===== config.mk =====
export PLATFORM = sky130hd
export DESIGN_NAME = bus_busy_responder
export DESIGN_NICKNAME = d
export VERILOG_FILES = /design/src/rtl/cpu_reg_package.sv /design/src/rtl/sync_fifo.sv /design/src/rtl/bus_busy_responder.sv
export SDC_FILE = /design/constraint.sdc
export NUM_CORES = 1
export LEC_CHECK = 0
export CAP_MARGIN = 30
export CORE_MARGIN = 1
export CORE_UTILIZATION = 39
export DETAILED_ROUTE_END_ITERATION = 8
export PLACE_DENSITY = 0.64
export SLEW_MARGIN = 25
export SYNTH_ARGS = -nofsm -noshare
export SYNTH_HDL_FRONTEND = slang
export SYNTH_SLANG_ARGS = --single-unit

===== constraint.sdc =====
create_clock -name clk_i -period 5.38 [get_ports clk_i]
set_input_delay 0.807 -clock clk_i [delete_from_list [all_inputs] [get_ports clk_i]]
set_output_delay 0.807 -clock clk_i [all_outputs]
set_load 0.01 [all_outputs]

===== src/rtl/cpu_reg_package.sv =====
`default_nettype none
// ============================================================================
// Module      : cpu_reg_package
// Description : Shared CPU-bus widths, responder register map, STATUS bit
//               positions and the responder FSM state type.
// Revision    : 1.0  initial release
// ============================================================================
package cpu_reg_package;

    localparam int address_width = 32;
    localparam int data_width    = 32;

    // Responder register offsets relative to the block base address
    localparam logic [3:0] OFF_SCRATCH   = 4'h0;
    localparam logic [3:0] OFF_FIFO_DATA = 4'h4;
    localparam logic [3:0] OFF_STATUS    = 4'h8;
    localparam logic [3:0] OFF_CLEAR     = 4'hC;

    localparam int ST_EMPTY_BIT    = 0;
    localparam int ST_FULL_BIT     = 1;
    localparam int ST_TIMEOUT_BIT  = 2;
    localparam int ST_OVERRUN_BIT  = 3;
    localparam int ST_COUNT_LSB    = 8;

    typedef enum logic [1:0] {
        IDLE  = 2'd0,
        WAIT  = 2'd1,
        BLOCK = 2'd2,
        DONE  = 2'd3
    } responder_state_t;

endpackage
`default_nettype wire


===== src/rtl/sync_fifo.sv =====
`default_nettype none
// ============================================================================
// Module      : sync_fifo
// Description : Single-clock show-ahead FIFO; head word is visible on data
//               whenever the FIFO is not empty.
// Revision    : 1.0  initial release
// ============================================================================
module sync_fifo #(
    parameter int DataWidth = 32,
    parameter int Depth     = 8
) (
    input  logic                         clk,
    input  logic                         rst,
    input  logic                         push,
    input  logic [DataWidth-1:0]         push_data,
    input  logic                         pop,
    output logic [DataWidth-1:0]         data,
    output logic                         empty,
    output logic                         full,
    output logic [$clog2(Depth+1)-1:0]   count
);

    localparam int PtrW   = $clog2(Depth);
    localparam int CountW = $clog2(Depth + 1);

    logic [DataWidth-1:0] r_mem [Depth];
    logic [PtrW-1:0]      r_wr_ptr;
    logic [PtrW-1:0]      r_rd_ptr;
    logic [CountW-1:0]    r_count;
    logic                 w_push;
    logic                 w_pop;

    assign w_push = push && !full;
    assign w_pop  = pop && !empty;

    always_ff @(posedge clk or posedge rst) begin
        if (rst) begin
            r_wr_ptr <= '0;
            r_rd_ptr <= '0;
            r_count  <= '0;
        end else begin
            if (w_push) r_wr_ptr <= r_wr_ptr + 1'b1;
            if (w_pop)  r_rd_ptr <= r_rd_ptr + 1'b1;
            case ({w_push, w_pop})
                2'b10:   r_count <= r_count + 1'b1;
                2'b01:   r_count <= r_count - 1'b1;
                default: r_count <= r_count;
            endcase
        end
    end

    // Storage needs no reset: occupancy alone defines which words are valid
    always_ff @(posedge clk) begin
        if (w_push) r_mem[r_wr_ptr] <= push_data;
    end

    assign data  = r_mem[r_rd_ptr];
    assign empty = (r_count == '0);
    assign full  = (r_count == CountW'(Depth));
    assign count = r_count;

endmodule
`default_nettype wire


===== src/rtl/bus_busy_responder.sv =====
`default_nettype none
// ============================================================================
// Module      : bus_busy_responder
// Description : Busy-stretching bus responder with scratch, blocking-read
//               mailbox FIFO and status/clear registers.
// Revision    : 1.0  initial release
// ============================================================================
module bus_busy_responder
    import cpu_reg_package::*;
#(
    parameter logic [address_width-1:0] BaseAddress   = 32'h0000_9000,
    parameter int                       WaitCycles    = 2,
    parameter int                       FifoDepth     = 8,
    parameter int                       TimeoutCycles = 1024
) (
    input  logic                             clk_i,
    input  logic                             reset_i,
    input  logic [address_width-1:0]         address_i,
    input  logic [data_width-1:0]            data_i,
    input  logic                             we_i,
    input  logic [3:0]                       we_ram_i,
    output logic [data_width-1:0]            data_o,
    output logic                             module_busy_o,
    input  logic                             push_valid_i,
    input  logic [data_width-1:0]            push_data_i,
    output logic                             push_ready_o,
    output logic [$clog2(FifoDepth+1)-1:0]   fifo_count_o
);

    localparam int CountW = $clog2(FifoDepth + 1);
    localparam int CntMax = (TimeoutCycles > WaitCycles) ? TimeoutCycles : WaitCycles;
    localparam int CntW   = $clog2(CntMax + 1);
    localparam logic [CntW-1:0] WaitLast    = CntW'(WaitCycles - 1);
    localparam logic [CntW-1:0] TimeoutLast = CntW'(TimeoutCycles);

    responder_state_t        r_state;
    responder_state_t        w_state_next;
    logic [CntW-1:0]         r_cnt;
    logic [CntW-1:0]         w_cnt_next;
    logic                    r_busy;
    logic                    w_busy_next;
    logic [data_width-1:0]   r_data;
    logic [data_width-1:0]   w_data_next;

    logic [3:0]              r_req_off;
    logic                    r_req_we;
    logic [data_width-1:0]   r_scratch;
    logic                    r_timeout;
    logic                    r_overrun;

    logic [address_width-1:0] w_off;
    logic [3:0]              w_req_off;
    logic                    w_hit;
    logic                    w_accept;
    logic                    w_overrun;
    logic                    w_fifo_rd;
    logic                    w_pop;
    logic                    w_set_timeout;
    logic [data_width-1:0]   w_status;

    logic                    w_fifo_push;
    logic [data_width-1:0]   w_fifo_data;
    logic                    w_fifo_empty;
    logic                    w_fifo_full;
    logic [CountW-1:0]       w_fifo_count;

    // Unsigned wrap makes addresses below the base fall out of range
    assign w_off     = address_i - BaseAddress;
    assign w_hit     = (w_off <= address_width'(OFF_CLEAR));
    assign w_req_off = {w_off[3:2], 2'b00};
    assign w_accept  = w_hit && (r_state == IDLE);
    assign w_overrun = w_hit && (r_state != IDLE);
    assign w_fifo_rd = !r_req_we && (r_req_off == OFF_FIFO_DATA);

    always_comb begin
        w_status                          = '0;
        w_status[ST_EMPTY_BIT]            = w_fifo_empty;
        w_status[ST_FULL_BIT]             = w_fifo_full;
        w_status[ST_TIMEOUT_BIT]          = r_timeout;
        w_status[ST_OVERRUN_BIT]          = r_overrun;
        w_status[ST_COUNT_LSB +: 8]       = 8'(w_fifo_count);
    end

    always_ff @(posedge clk_i or posedge reset_i) begin
        if (reset_i) begin
            r_state <= IDLE;
            r_cnt   <= '0;
            r_busy  <= 1'b0;
            r_data  <= '0;
        end else begin
            r_state <= w_state_next;
            r_cnt   <= w_cnt_next;
            r_busy  <= w_busy_next;
            r_data  <= w_data_next;
        end
    end

    always_comb begin
        w_state_next = r_state;
        w_cnt_next   = r_cnt;
        case (r_state)
            IDLE: begin
                if (w_hit) begin
                    w_state_next = WAIT;
                    w_cnt_next   = '0;
                end
            end
            WAIT: begin
                if (r_cnt == WaitLast) begin
                    w_cnt_next   = '0;
                    w_state_next = (w_fifo_rd && w_fifo_empty) ? BLOCK : DONE;
                end else begin
                    w_cnt_next = r_cnt + 1'b1;
                end
            end
            BLOCK: begin
                if (!w_fifo_empty || (r_cnt == TimeoutLast)) begin
                    w_state_next = DONE;
                end else begin
                    w_cnt_next = r_cnt + 1'b1;
                end
            end
            DONE:    w_state_next = IDLE;
            default: w_state_next = IDLE;
        endcase
    end

    always_comb begin
        w_busy_next   = (w_state_next == WAIT) || (w_state_next == BLOCK);
        w_data_next   = r_data;
        w_pop         = 1'b0;
        w_set_timeout = 1'b0;
        if (w_accept) begin
            w_data_next = '0;
        end else if ((r_state == WAIT) && (w_state_next == DONE)) begin
            if (!r_req_we) begin
                case (r_req_off)
                    OFF_SCRATCH: w_data_next = r_scratch;
                    OFF_FIFO_DATA: begin
                        w_data_next = w_fifo_data;
                        w_pop       = 1'b1;
                    end
                    OFF_STATUS:  w_data_next = w_status;
                    default:     w_data_next = '0;
                endcase
            end
        end else if (r_state == BLOCK) begin
            if (!w_fifo_empty) begin
                w_data_next = w_fifo_data;
                w_pop       = 1'b1;
            end else if (r_cnt == TimeoutLast) begin
                w_data_next   = '0;
                w_set_timeout = 1'b1;
            end
        end
    end

    always_ff @(posedge clk_i or posedge reset_i) begin
        if (reset_i) begin
            r_req_off <= '0;
            r_req_we  <= 1'b0;
            r_scratch <= '0;
            r_timeout <= 1'b0;
            r_overrun <= 1'b0;
        end else begin
            if (w_accept) begin
                r_req_off <= w_req_off;
                r_req_we  <= we_i;
            end
            // An all-zero lane mask on a write means a full-word write
            if (w_accept && we_i && (w_req_off == OFF_SCRATCH)) begin
                for (int b = 0; b < 4; b++) begin
                    if (we_ram_i[b] || (we_ram_i == 4'b0000)) begin
                        r_scratch[8*b +: 8] <= data_i[8*b +: 8];
                    end
                end
            end
            if (w_accept && we_i && (w_req_off == OFF_CLEAR)) begin
                if (data_i[ST_TIMEOUT_BIT]) r_timeout <= 1'b0;
                if (data_i[ST_OVERRUN_BIT]) r_overrun <= 1'b0;
            end
            if (w_set_timeout) r_timeout <= 1'b1;
            if (w_overrun)     r_overrun <= 1'b1;
        end
    end

    assign w_fifo_push = push_valid_i && !w_fifo_full;

    sync_fifo #(
        .DataWidth (data_width),
        .Depth     (FifoDepth)
    ) u_fifo (
        .clk       (clk_i),
        .rst       (reset_i),
        .push      (w_fifo_push),
        .push_data (push_data_i),
        .pop       (w_pop),
        .data      (w_fifo_data),
        .empty     (w_fifo_empty),
        .full      (w_fifo_full),
        .count     (w_fifo_count)
    );

    assign data_o        = r_data;
    assign module_busy_o = r_busy;
    assign push_ready_o  = !w_fifo_full;
    assign fifo_count_o  = w_fifo_count;

endmodule
`default_nettype wire


==> results of run 1 <==
state kept, by name, summed over array words and instances (netlist names):
signal,count
u_fifo.r_mem,256
r_timeout,1
r_overrun,1
u_fifo.count,4
r_req_we,1
module_busy_o,1
r_cnt,11
data_o,32
r_scratch,32
u_fifo.r_rd_ptr,3
u_fifo.r_wr_ptr,3
r_req_off,2
r_state,2
worst paths after layout:
check | slack [ns] | end | cells after the start
setup reg to reg | 1.38 | u_fifo.count[3]$_DFFE_PP0P_ | 18
min in group asynchronous | 0.79 | data_o[13]$_DFFE_PP0P_ | 2
max in group asynchronous | 3.67 | data_o[21]$_DFFE_PP0P_ | 3
setup / recovery | 0.48 | u_fifo.count[3]$_DFFE_PP0P_ | 21
hold reg to reg | 0.49 | r_scratch[8]$_DFFE_PP0P_ | 1
hold / removal | 0.49 | r_scratch[8]$_DFFE_PP0P_ | 1
area by class of cell:
type | instances | area (um2)
inverter | 12 | 47.5
clock inverter | 13 | 174
fill | 2979 | 18000
multi-input combinational | 450 | 4240
timing repair buffer | 170 | 1750
tap | 461 | 577
antenna | 2 | 5.00
sequential | 349 | 10000
clock buffer | 51 | 1060
critical path: stages:
cell	delay, ns
clkdlybuf4s50_1	0.47
or4_4	0.55
buf_4	0.16
nor3_1	0.23
a21boi_0	0.14
o31ai_1	0.33
nand4_1	0.23
a31oi_1	0.31
ha_1	0.23
nand2_1	0.08
nor3_1	0.17
a21oi_1	0.08
or3_4	0.34
inv_1	0.06
ha_1	0.18
ha_1	0.24
a21o_1	0.18
a21oi_1	0.17
xnor2_1	0.13
nor2_1	0.07
xor2_1	0.14
kinds of logic (layout without fill, tap and decap cells):
logic type | after synthesis | after routing | share of synthesized area
AOI/OAI and AO/OA | 109 | 109 | 0.0503
xor gates and xnor gates | 7 | 7 | 0.00426
adders and majority gates | 13 | 13 | 0.0118
buffers and inverters | 51 | 246 | 0.0139
DFF | 349 | 349 | 0.696
muxes | 149 | 149 | 0.163
other | 0 | 2 | 0
and+or+nand+nor | 172 | 172 | 0.0608
through the flow:
stage	area, um2	power (uW)
after floorplan	14400	3740
after global placement	16500	4120
after detailed placement	16600	4180
after CTS	17800	6730
after global routing	17900	6910
final	17900	6660
synthesized netlist by cell type, types with 2 or more instances:
| master | count |
|---|---|
| mux2_1 | 5 |
| buf_1 | 13 |
| nand4b_1 | 3 |
| nand3_1 | 10 |
| mux2i_1 | 47 |
| nor3_1 | 14 |
| edfxtp_1 | 256 |
| or3_1 | 2 |
| a31oi_1 | 3 |
| or2_2 | 2 |
| nand2b_1 | 7 |
| or4_1 | 2 |
| ha_1 | 12 |
| dfrtp_1 | 93 |
| a21oi_1 | 30 |
| xor2_1 | 3 |
| nor2b_1 | 2 |
| o41ai_1 | 3 |
| nor4b_1 | 3 |
| nand2_1 | 18 |
| a2111oi_0 | 2 |
| and2_1 | 2 |
| nor4_1 | 7 |
| nor2_1 | 83 |
| and4_1 | 2 |
| mux4_2 | 64 |
| mux2_2 | 32 |
| xnor2_1 | 4 |
| nand4_1 | 3 |
| inv_1 | 12 |
| nor3b_4 | 3 |
| o31ai_1 | 18 |
| o31a_1 | 2 |
| and3_1 | 4 |
| o22ai_1 | 8 |
| a211oi_1 | 24 |
| o21ai_0 | 11 |
| clkbuf_1 | 24 |
metal layers:
metal / up-vias / global-route usage / share of wire / routed length [um]
li1: 3712 / - / - / -
met1: 4149 / 0.242 / 0.46 / 14600
met2: 207 / 0.268 / 0.46 / 14800
met3: 49 / 0.0407 / 0.057 / 1830
met4: 4 / 0.0500 / 0.021 / 678
met5: - / 0 / 0.00081 / 26
report_power, final:
part	switching, uW	leakage, uW	internal, uW
Sequential	98.4	0.00360	3220
Clock	987	0.000610	1570
Combinational	466	0.00195	323
==> results.yml, run 1 <==
route:
  wirelength_mm: 32.0
  vias_per_cell: 5.39
  vias: 8121
  drtAntennaViolNets: 0
  drtIter0Drc: 556
  drt-pass1-iter-count: 5
  drc: 0
  wl_per_cell_um: 21.2
timing:
  fin_hold_ws_ns: 0.489
  max_freq_mhz: 204
  rsz0062_at_grt: "false"
  tns_ns: 0
  setup_ws_ns: 0.475
  tightest_slew_ns: 0.911
  hold_viol: 0
  period_minus_slack_ns: 4.90
  fin_crit_sh: 0.912
  fin_worst_skew_ns: 0.0102
  final_max_slew_viol_count: 0
  setup_viol: 0
  slew_headroom: 0.391
power_and_ir_drop:
  p_per_area_mw_per_mm2: 372
  irDropWorstVdd_v: 0.000167
  cellLeakagePower_uw: 0.00616
floorplan:
  die-height_um: 194
  core_mm2: 0.0359
  rows: 69
  io_pins: 142
  die_x_um: 194
  start_util: 0.401
  die_area_mm2: 0.0377
finish:
  mostFrequentLayoutCells: "256 x edfxtp_1, 141 x clkdlybuf4s50_1, 90 x dfrtp_1"
  nNetsFinal: 1136
  drive_above_1_share: 0.196
  fin_util: 0.498
  area_growth_pct: 24.2
  final_common_cell: "edfxtp_1"
  fin_cells: 1508
worst_setup_path:
  critPathRequiredTime_ns: 5.77
  reg2reg_from: "r_cnt[0]$_DFFE_PP0P_"
  crit_type: "input pin to flip-flop"
  crit_start: "address_i[19]"
  path_max_fanout: 3
  worstSetupStartpointType: "input pin"
  cp.arrival_ns: 5.30
  critPathCaptureType: "flip-flop"
yosys:
  yosys_warnings: 0
  synth-async-reset-ratio: 0.266
  netlist_area_mm2: 0.0144
  synth-edff-count: 256
  post-synth-top-area-cell: "edfxtp_1"
  ys_top_cells_by_area: "edfxtp_1 53%, dfrtp_1 16%, mux4_2 10%, mux2i_1 3.3%, mux2_2 2.5%"
  avgSynthCellArea_um2: 16.9
  ys_types: 55
  syn-instance-count: 850
  synth-seq-cells: 349
  synth_nets: 967
  synth_top_area_frac: 0.534
  synth_ff_type: "edfxtp_1"
  yosysSeqAreaShare: 0.696
flow_run:
  cap_violations: 0
outcome:
  status: "completed"
placed_design:
  dp_hpwl_mm: 20.5
  dp_cells: 1441
  place_congestion: 0.846
  io_buffers: 141
  place_worst_setup_slack_ns: -0.0455
global_routing:
  grt_pass1_vias: 8346
  grt-ovfl-total: 0
  grt_max_degree: 61
  track_usage: 0.172
  antenna_found_initial: 4
  grt_pass1_wl_mm: 49.7
worst_hold_path:
  min_path_type: "flip-flop to flip-flop"
  min_from: "r_scratch[8]$_DFFE_PP0P_"
clock_tree:
  cts_setup_buffers: 0
  cts.hold.buffers_added: 0
  clock-sinks: 349
  htreeDepth: 2
  cts_resized: 0
  cts_buffers: 36
  worstSkewPairLatency_ns: 0.52
  clk_pin_slew_ns: 0.06
  cts.root.buffer_cell: "clkbuf_16"
  cts_tree: "done"
  clockBufferDepth: 3
No activity file was read; power rests on OpenSTA's default activity.
==> run 2: changes to the inputs <==
--- a/config.mk
+++ b/config.mk
@@ -6,7 +6,7 @@
 export NUM_CORES = 1
 export LEC_CHECK = 0
 export CAP_MARGIN = 30
-export CORE_MARGIN = 1
+export CORE_MARGIN = 4
 export CORE_UTILIZATION = 39
 export DETAILED_ROUTE_END_ITERATION = 8
 export PLACE_DENSITY = 0.64
==> run 2 against run 1 <==
Routed wire length fell by 0.12%. Utilization fell by 1.5 points. Largest power group unchanged. Largest cell class unchanged. Clock skew rose by 0.0040 ns. Final area fell by 1.4%. Maximum frequency barely moved. Critical endpoint unchanged. Power fell by 4.0%. Sequential cell count did not move. Cell count barely moved.
==> results.yml, run 2 (synthesis gave the netlist of run 1 again) <==
power_and_ir_drop:
  p_per_area_mw_per_mm2: 363
  cellLeakagePower_uw: 0.00605
  irDropWorstVdd_v: 0.000237
global_routing:
  antenna_found_initial: 5
  track_usage: 0.159
  grt_max_degree: 62
  grt-ovfl-total: 0
  grt_pass1_vias: 8171
  grt_pass1_wl_mm: 49.0
finish:
  nNetsFinal: 1131
  fin_cells: 1507
  mostFrequentLayoutCells: "256 x edfxtp_1, 141 x clkdlybuf4s50_1, 90 x dfrtp_1"
  nFillCells: 3087
  drive_above_1_share: 0.187
  fin_util: 0.483
  largest_reg_flops: 256
  area_growth_pct: 22.5
  regMostFlops: "u_fifo.r_mem"
  final_common_cell: "edfxtp_1"
  fin_area_mm2: 0.0176
flow_run:
  cap_violations: 0
route:
  wirelength_mm: 32.0
  wl_per_cell_um: 21.2
  vias: 7981
  drt-pass1-iter-count: 4
  drtIter0Drc: 565
  vias_per_cell: 5.30
  drtAntennaViolNets: 0
  drc: 0
clock_tree:
  cts.root.buffer_cell: "clkbuf_16"
  cts_buffers: 35
  cts_setup_buffers: 0
  clk_pin_slew_ns: 0.06
  clockBufferDepth: 3
  worstSkewPairLatency_ns: 0.52
  cts.hold.buffers_added: 0
  cts_resized: 0
  htreeDepth: 2
  clock-sinks: 349
  cts_tree: "done"
worst_setup_path:
  critPathRequiredTime_ns: 5.77
  crit_type: "input pin to flip-flop"
  r2r-end: "u_fifo.count[3]$_DFFE_PP0P_"
  cp.arrival_ns: 5.29
  r2r_slack_ns: 1.39
  path_max_fanout: 5
  reg2reg_from: "r_cnt[2]$_DFFE_PP0P_"
  critPathCaptureType: "flip-flop"
  crit_start: "address_i[20]"
  worst_r2r_path_depth: 19
  endpoint: "u_fifo.count[3]$_DFFE_PP0P_"
  worstSetupStartpointType: "input pin"
timing:
  setup_viol: 0
  fin_worst_skew_ns: 0.0142
  max_freq_mhz: 204
  rsz0062_at_grt: "false"
  hold_viol: 0
  final_max_slew_viol_count: 0
  fin_crit_sh: 0.912
  slew_headroom: 0.459
  tightest_slew_ns: 0.810
  period_minus_slack_ns: 4.90
outcome:
  status: "completed"
placed_design:
  place_congestion: 0.879
  dp_cells: 1445
  postPlaceCellArea_mm2: 0.0165
  dp_hpwl_mm: 20.2
  io_buffers: 141
floorplan:
  io_pins: 142
  rows: 70
  core_mm2: 0.0365
  die_x_um: 200
  die-height_um: 200
  start_util: 0.394
  die_area_mm2: 0.0400
worst_hold_path:
  min_path_type: "flip-flop to flip-flop"
run 2: cell types whose count changed in the layout (fill, tap and decap cells not counted):
| cell | previous run | this run |
|---|---|---|
| clkbuf_1 | 7 | 8 |
| nor2_2 | 1 | 3 |
| buf_12 | 3 | 1 |
| buf_16 | 4 | 2 |
| clkinv_4 | 0 | 1 |
| nor2_4 | 6 | 4 |
| clkbuf_8 | 6 | 1 |
| clkinv_1 | 2 | 5 |
| clkbuf_16 | 38 | 36 |
| diode_2 | 2 | 1 |
| inv_6 | 0 | 1 |
| bufinv_16 | 4 | 2 |
run 2: cell type report:
cell class	count	area [um2]	area share
clock buffer	45	945	0.0536
clock inverter	16	143	0.00809
inverter	12	47.5	0.00270
multi-input combinational	450	4230	0.240
tap	468	586	0.0332
antenna	1	2.50	0.000142
sequential	349	10000	0.569
timing repair buffer	166	1650	0.0937
run 2: critical path, stage by stage:
cell             delay (ns)
clkdlybuf4s50_1        0.44
or4_4                  0.58
or4_1                  0.44
or4_1                  0.52
nand4_1                0.18
a21oi_1                0.09
a21oi_1                0.17
ha_1                   0.21
nand2_1                0.08
nor3_1                 0.17
a21oi_1                0.08
or3_4                  0.34
inv_1                  0.06
ha_1                   0.19
ha_1                   0.25
a21o_1                 0.17
a21oi_1                0.17
xnor2_1                0.13
nor2_1                 0.07
xor2_1                 0.15
run 2: worst min path at each step:
stage / start / slack (ns) / endpoint / cells after the start
floorplan: r_timeout$_DFFE_PP0P_ / 0.46 / r_timeout$_DFFE_PP0P_ / 1
global placement: r_scratch[22]$_DFFE_PP0P_ / 0.47 / r_scratch[22]$_DFFE_PP0P_ / 1
detailed placement: r_timeout$_DFFE_PP0P_ / 0.47 / r_timeout$_DFFE_PP0P_ / 1
CTS: r_scratch[9]$_DFFE_PP0P_ / 0.49 / r_scratch[9]$_DFFE_PP0P_ / 1
global route: r_scratch[9]$_DFFE_PP0P_ / 0.50 / r_scratch[9]$_DFFE_PP0P_ / 1
finish: r_scratch[22]$_DFFE_PP0P_ / 0.49 / r_scratch[22]$_DFFE_PP0P_ / 1
run 2: metal layers:
| layer | up-vias | part of all wire | global-route usage |
|---|---|---|---|
| met4 | 10 | 0.023 | 0.0420 |
| met5 | - | 0.0018 | 0 |
| met2 | 211 | 0.46 | 0.250 |
| met1 | 4014 | 0.45 | 0.227 |
| li1 | 3684 | - | - |
| met3 | 62 | 0.066 | 0.0352 |
run 2: per-stage QoR:
| stage | total power, uW | hold slack [ns] | TNS [ns] | worst slack [ns] |
|---|---|---|---|---|
| floorplan | 3740 | 0.456 | 0 | 0.656 |
| global placement | 4110 | 0.473 | 0 | 0.0559 |
| detailed placement | 4140 | 0.475 | -0.00157 | -0.00157 |
| CTS | 6470 | 0.491 | 0 | 0.507 |
| global route | 6670 | 0.496 | 0 | 0.148 |
| finish | 6390 | 0.486 | 0 | 0.476 |
run 2: where the power goes:
group | switching, uW | total, uW | internal, uW
sequential | 97.1 | 3310 | 3220
combinational | 455 | 753 | 298
clock | 985 | 2330 | 1340
==> run 3: changes to the inputs <==
--- a/config.mk
+++ b/config.mk
@@ -7,9 +7,9 @@
 export LEC_CHECK = 0
 export CAP_MARGIN = 30
 export CORE_MARGIN = 4
-export CORE_UTILIZATION = 39
+export CORE_UTILIZATION = 57
 export DETAILED_ROUTE_END_ITERATION = 8
-export PLACE_DENSITY = 0.64
+export PLACE_DENSITY = 0.86
 export SLEW_MARGIN = 25
 export SYNTH_ARGS = -nofsm -noshare
 export SYNTH_HDL_FRONTEND = slang
==> constraint.sdc (replaced) <==
create_clock -name clk_i -period 4.7 [get_ports clk_i]
set_input_delay 0.705 -clock clk_i [delete_from_list [all_inputs] [get_ports clk_i]]
set_output_delay 0.705 -clock clk_i [all_outputs]
set_load 0.01 [all_outputs]
==> run 3 against run 2 <==
Sequential cell count unchanged. Setup slack got worse by 0.39 ns. Utilization increased by 23 points. Cell count decreased by 8.4%. Combinational power increased by 15%. Via count increased by 8.0%. Non-clock buffer count increased by 22. Count of clock-buffer cells in the layout unchanged. Routed wire length increased by 5.2%. Power increased by 13%.
==> results.yml, run 3 (synthesis gave the netlist of run 1 again) <==
clock_tree:
  clk_pin_slew_ns: 0.06
  cts_buffers: 31
  cts.root.buffer_cell: "clkbuf_16"
  cts.hold.buffers_added: 0
  worstSkewPairLatency_ns: 0.55
  htreeDepth: 1
  cts_tree: "done"
  clock-sinks: 349
  clockBufferDepth: 3
placed_design:
  io_buffers: 141
  dp_cells: 1320
  dp_hpwl_mm: 20.5
  postPlaceCellArea_mm2: 0.0165
  place_worst_setup_slack_ns: -0.593
  place_congestion: 0.913
finish:
  mostFrequentLayoutCells: "256 x edfxtp_1, 140 x clkdlybuf4s50_1, 90 x dfrtp_1"
  drive_above_1_share: 0.215
  fin_cells: 1381
  diodes: 0
  final_common_cell: "edfxtp_1"
  nNetsFinal: 1149
  nFillCells: 1472
  regMostFlops: "u_fifo.r_mem"
  fin_area_mm2: 0.0176
  area_growth_pct: 22.1
  largest_reg_flops: 256
  fin_util: 0.714
route:
  vias_per_cell: 6.24
  drtAntennaViolNets: 0
  drtIter0Drc: 957
  drc: 0
  drt-pass1-iter-count: 5
  vias: 8618
  wl_per_cell_um: 24.3
  wirelength_mm: 33.6
floorplan:
  core_mm2: 0.0246
  start_util: 0.585
  io_pins: 142
  rows: 57
  die_area_mm2: 0.0278
  die_x_um: 167
  die-height_um: 167
timing:
  max_freq_mhz: 216
  period_minus_slack_ns: 4.62
  fin_crit_sh: 0.983
  hold_viol: 0
  final_max_slew_viol_count: 0
  tns_ns: 0
  setup_ws_ns: 0.0810
  fin_worst_skew_ns: 0.00901
  slew_headroom: 0.454
  tightest_slew_ns: 0.819
  setup_viol: 0
global_routing:
  grt_pass1_vias: 8953
  antenna_found_initial: 1
  track_usage: 0.238
  grt_max_degree: 52
  grt-ovfl-total: 0
  grt_pass1_wl_mm: 52.4
power_and_ir_drop:
  irDropWorstVdd_v: 0.000254
  cellLeakagePower_uw: 0.00612
  p_per_area_mw_per_mm2: 413
worst_setup_path:
  critPathRequiredTime_ns: 5.13
  worst_r2r_path_depth: 19
  crit_type: "input pin to flip-flop"
  critPathCaptureType: "flip-flop"
  cp.arrival_ns: 5.05
  worstSetupStartpointType: "input pin"
  reg2reg_from: "r_cnt[1]$_DFFE_PP0P_"
  path_max_fanout: 3
  r2r-end: "u_fifo.count[3]$_DFFE_PP0P_"
  r2r_slack_ns: 0.75
worst_hold_path:
  min_delay_path_depth: 1
  min_from: "r_scratch[31]$_DFFE_PP0P_"
  hold_end: "r_scratch[31]$_DFFE_PP0P_"
  min_path_type: "flip-flop to flip-flop"
flow_run:
  cap_violations: 0
outcome:
  status: "completed"
[run 3: cell types whose count changed in the layout (fill, tap and decap cells not counted), sizes merged]
cell / delta
inv: -1
buf: +22
clkinv: -5
diode: -1
clkinvlp: +2
dlygate4sd2: +1
clkdlybuf4s50: -1
bufinv: +1
[run 3: metal layers]
layer  wire (um)  vias to the layer above  track usage
met5          13                        -            0
met4         723                        2       0.0484
met3        3030                       68       0.0450
met2       16600                      497        0.400
met1       13300                     4326        0.333
li1            -                     3725            -
[run 3: cell type report]
| class | instances | area (um2) | area share |
|---|---|---|---|
| clock buffer | 45 | 907 | 0.0516 |
| clock inverter | 13 | 143 | 0.00812 |
| inverter | 12 | 46.3 | 0.00264 |
| multi-input combinational | 450 | 4250 | 0.242 |
| sequential | 349 | 10000 | 0.571 |
| tap | 324 | 405 | 0.0231 |
| timing repair buffer | 188 | 1790 | 0.102 |
[run 3: what timing repair did]
action                     4_1_cts  5_1_grt
setup endpoints to repair        1        3
pin swaps                        0        5
resized for setup                4        7
buffers inserted                 0        2
gates cloned                     0        0
[run 3: worst max path at each step]
stage | slack (ns) | endpoint | start
4_1_cts | 0.06 | u_fifo.count[3]$_DFFE_PP0P_ | address_i[19]
6_report | 0.08 | u_fifo.count[3]$_DFFE_PP0P_ | address_i[19]
3_3_place_gp | -0.44 | u_fifo.count[3]$_DFFE_PP0P_ | address_i[20]
3_5_place_dp | -0.59 | u_fifo.count[3]$_DFFE_PP0P_ | address_i[20]
2_1_floorplan | 0.08 | u_fifo.count[3]$_DFFE_PP0P_ | address_i[20]
5_1_grt | -0.02 | u_fifo.count[3]$_DFFE_PP0P_ | address_i[19]
[run 3: worst max-delay path, cell delays in order]
cell and delay [ns]:
clkdlybuf4s50_1 0.42, or4_4 0.53, or4_4 0.44, o31ai_1 0.36
nand4_1 0.26, a31oi_1 0.33, ha_2 0.26, nand2_2 0.07
nor3_2 0.13, a21oi_2 0.06, or3_4 0.33, inv_1 0.07
ha_2 0.17, ha_1 0.23, a21o_1 0.19, a21oi_2 0.13
xnor2_1 0.14, nor2_1 0.08, xor2_1 0.14
[run 3: power breakdown]
part | switching, uW | total [uW] | internal [uW]
clock network | 1060 | 2570 | 1500
registers | 135 | 3820 | 3680
logic | 520 | 863 | 342
[run 3: stage by stage]
step,power [uW],hold slack (ns)
floorplan,4280,0.456
global placement,4660,0.468
detailed placement,4710,0.479
CTS,7270,0.493
global route,7520,0.511
finish,7250,0.492
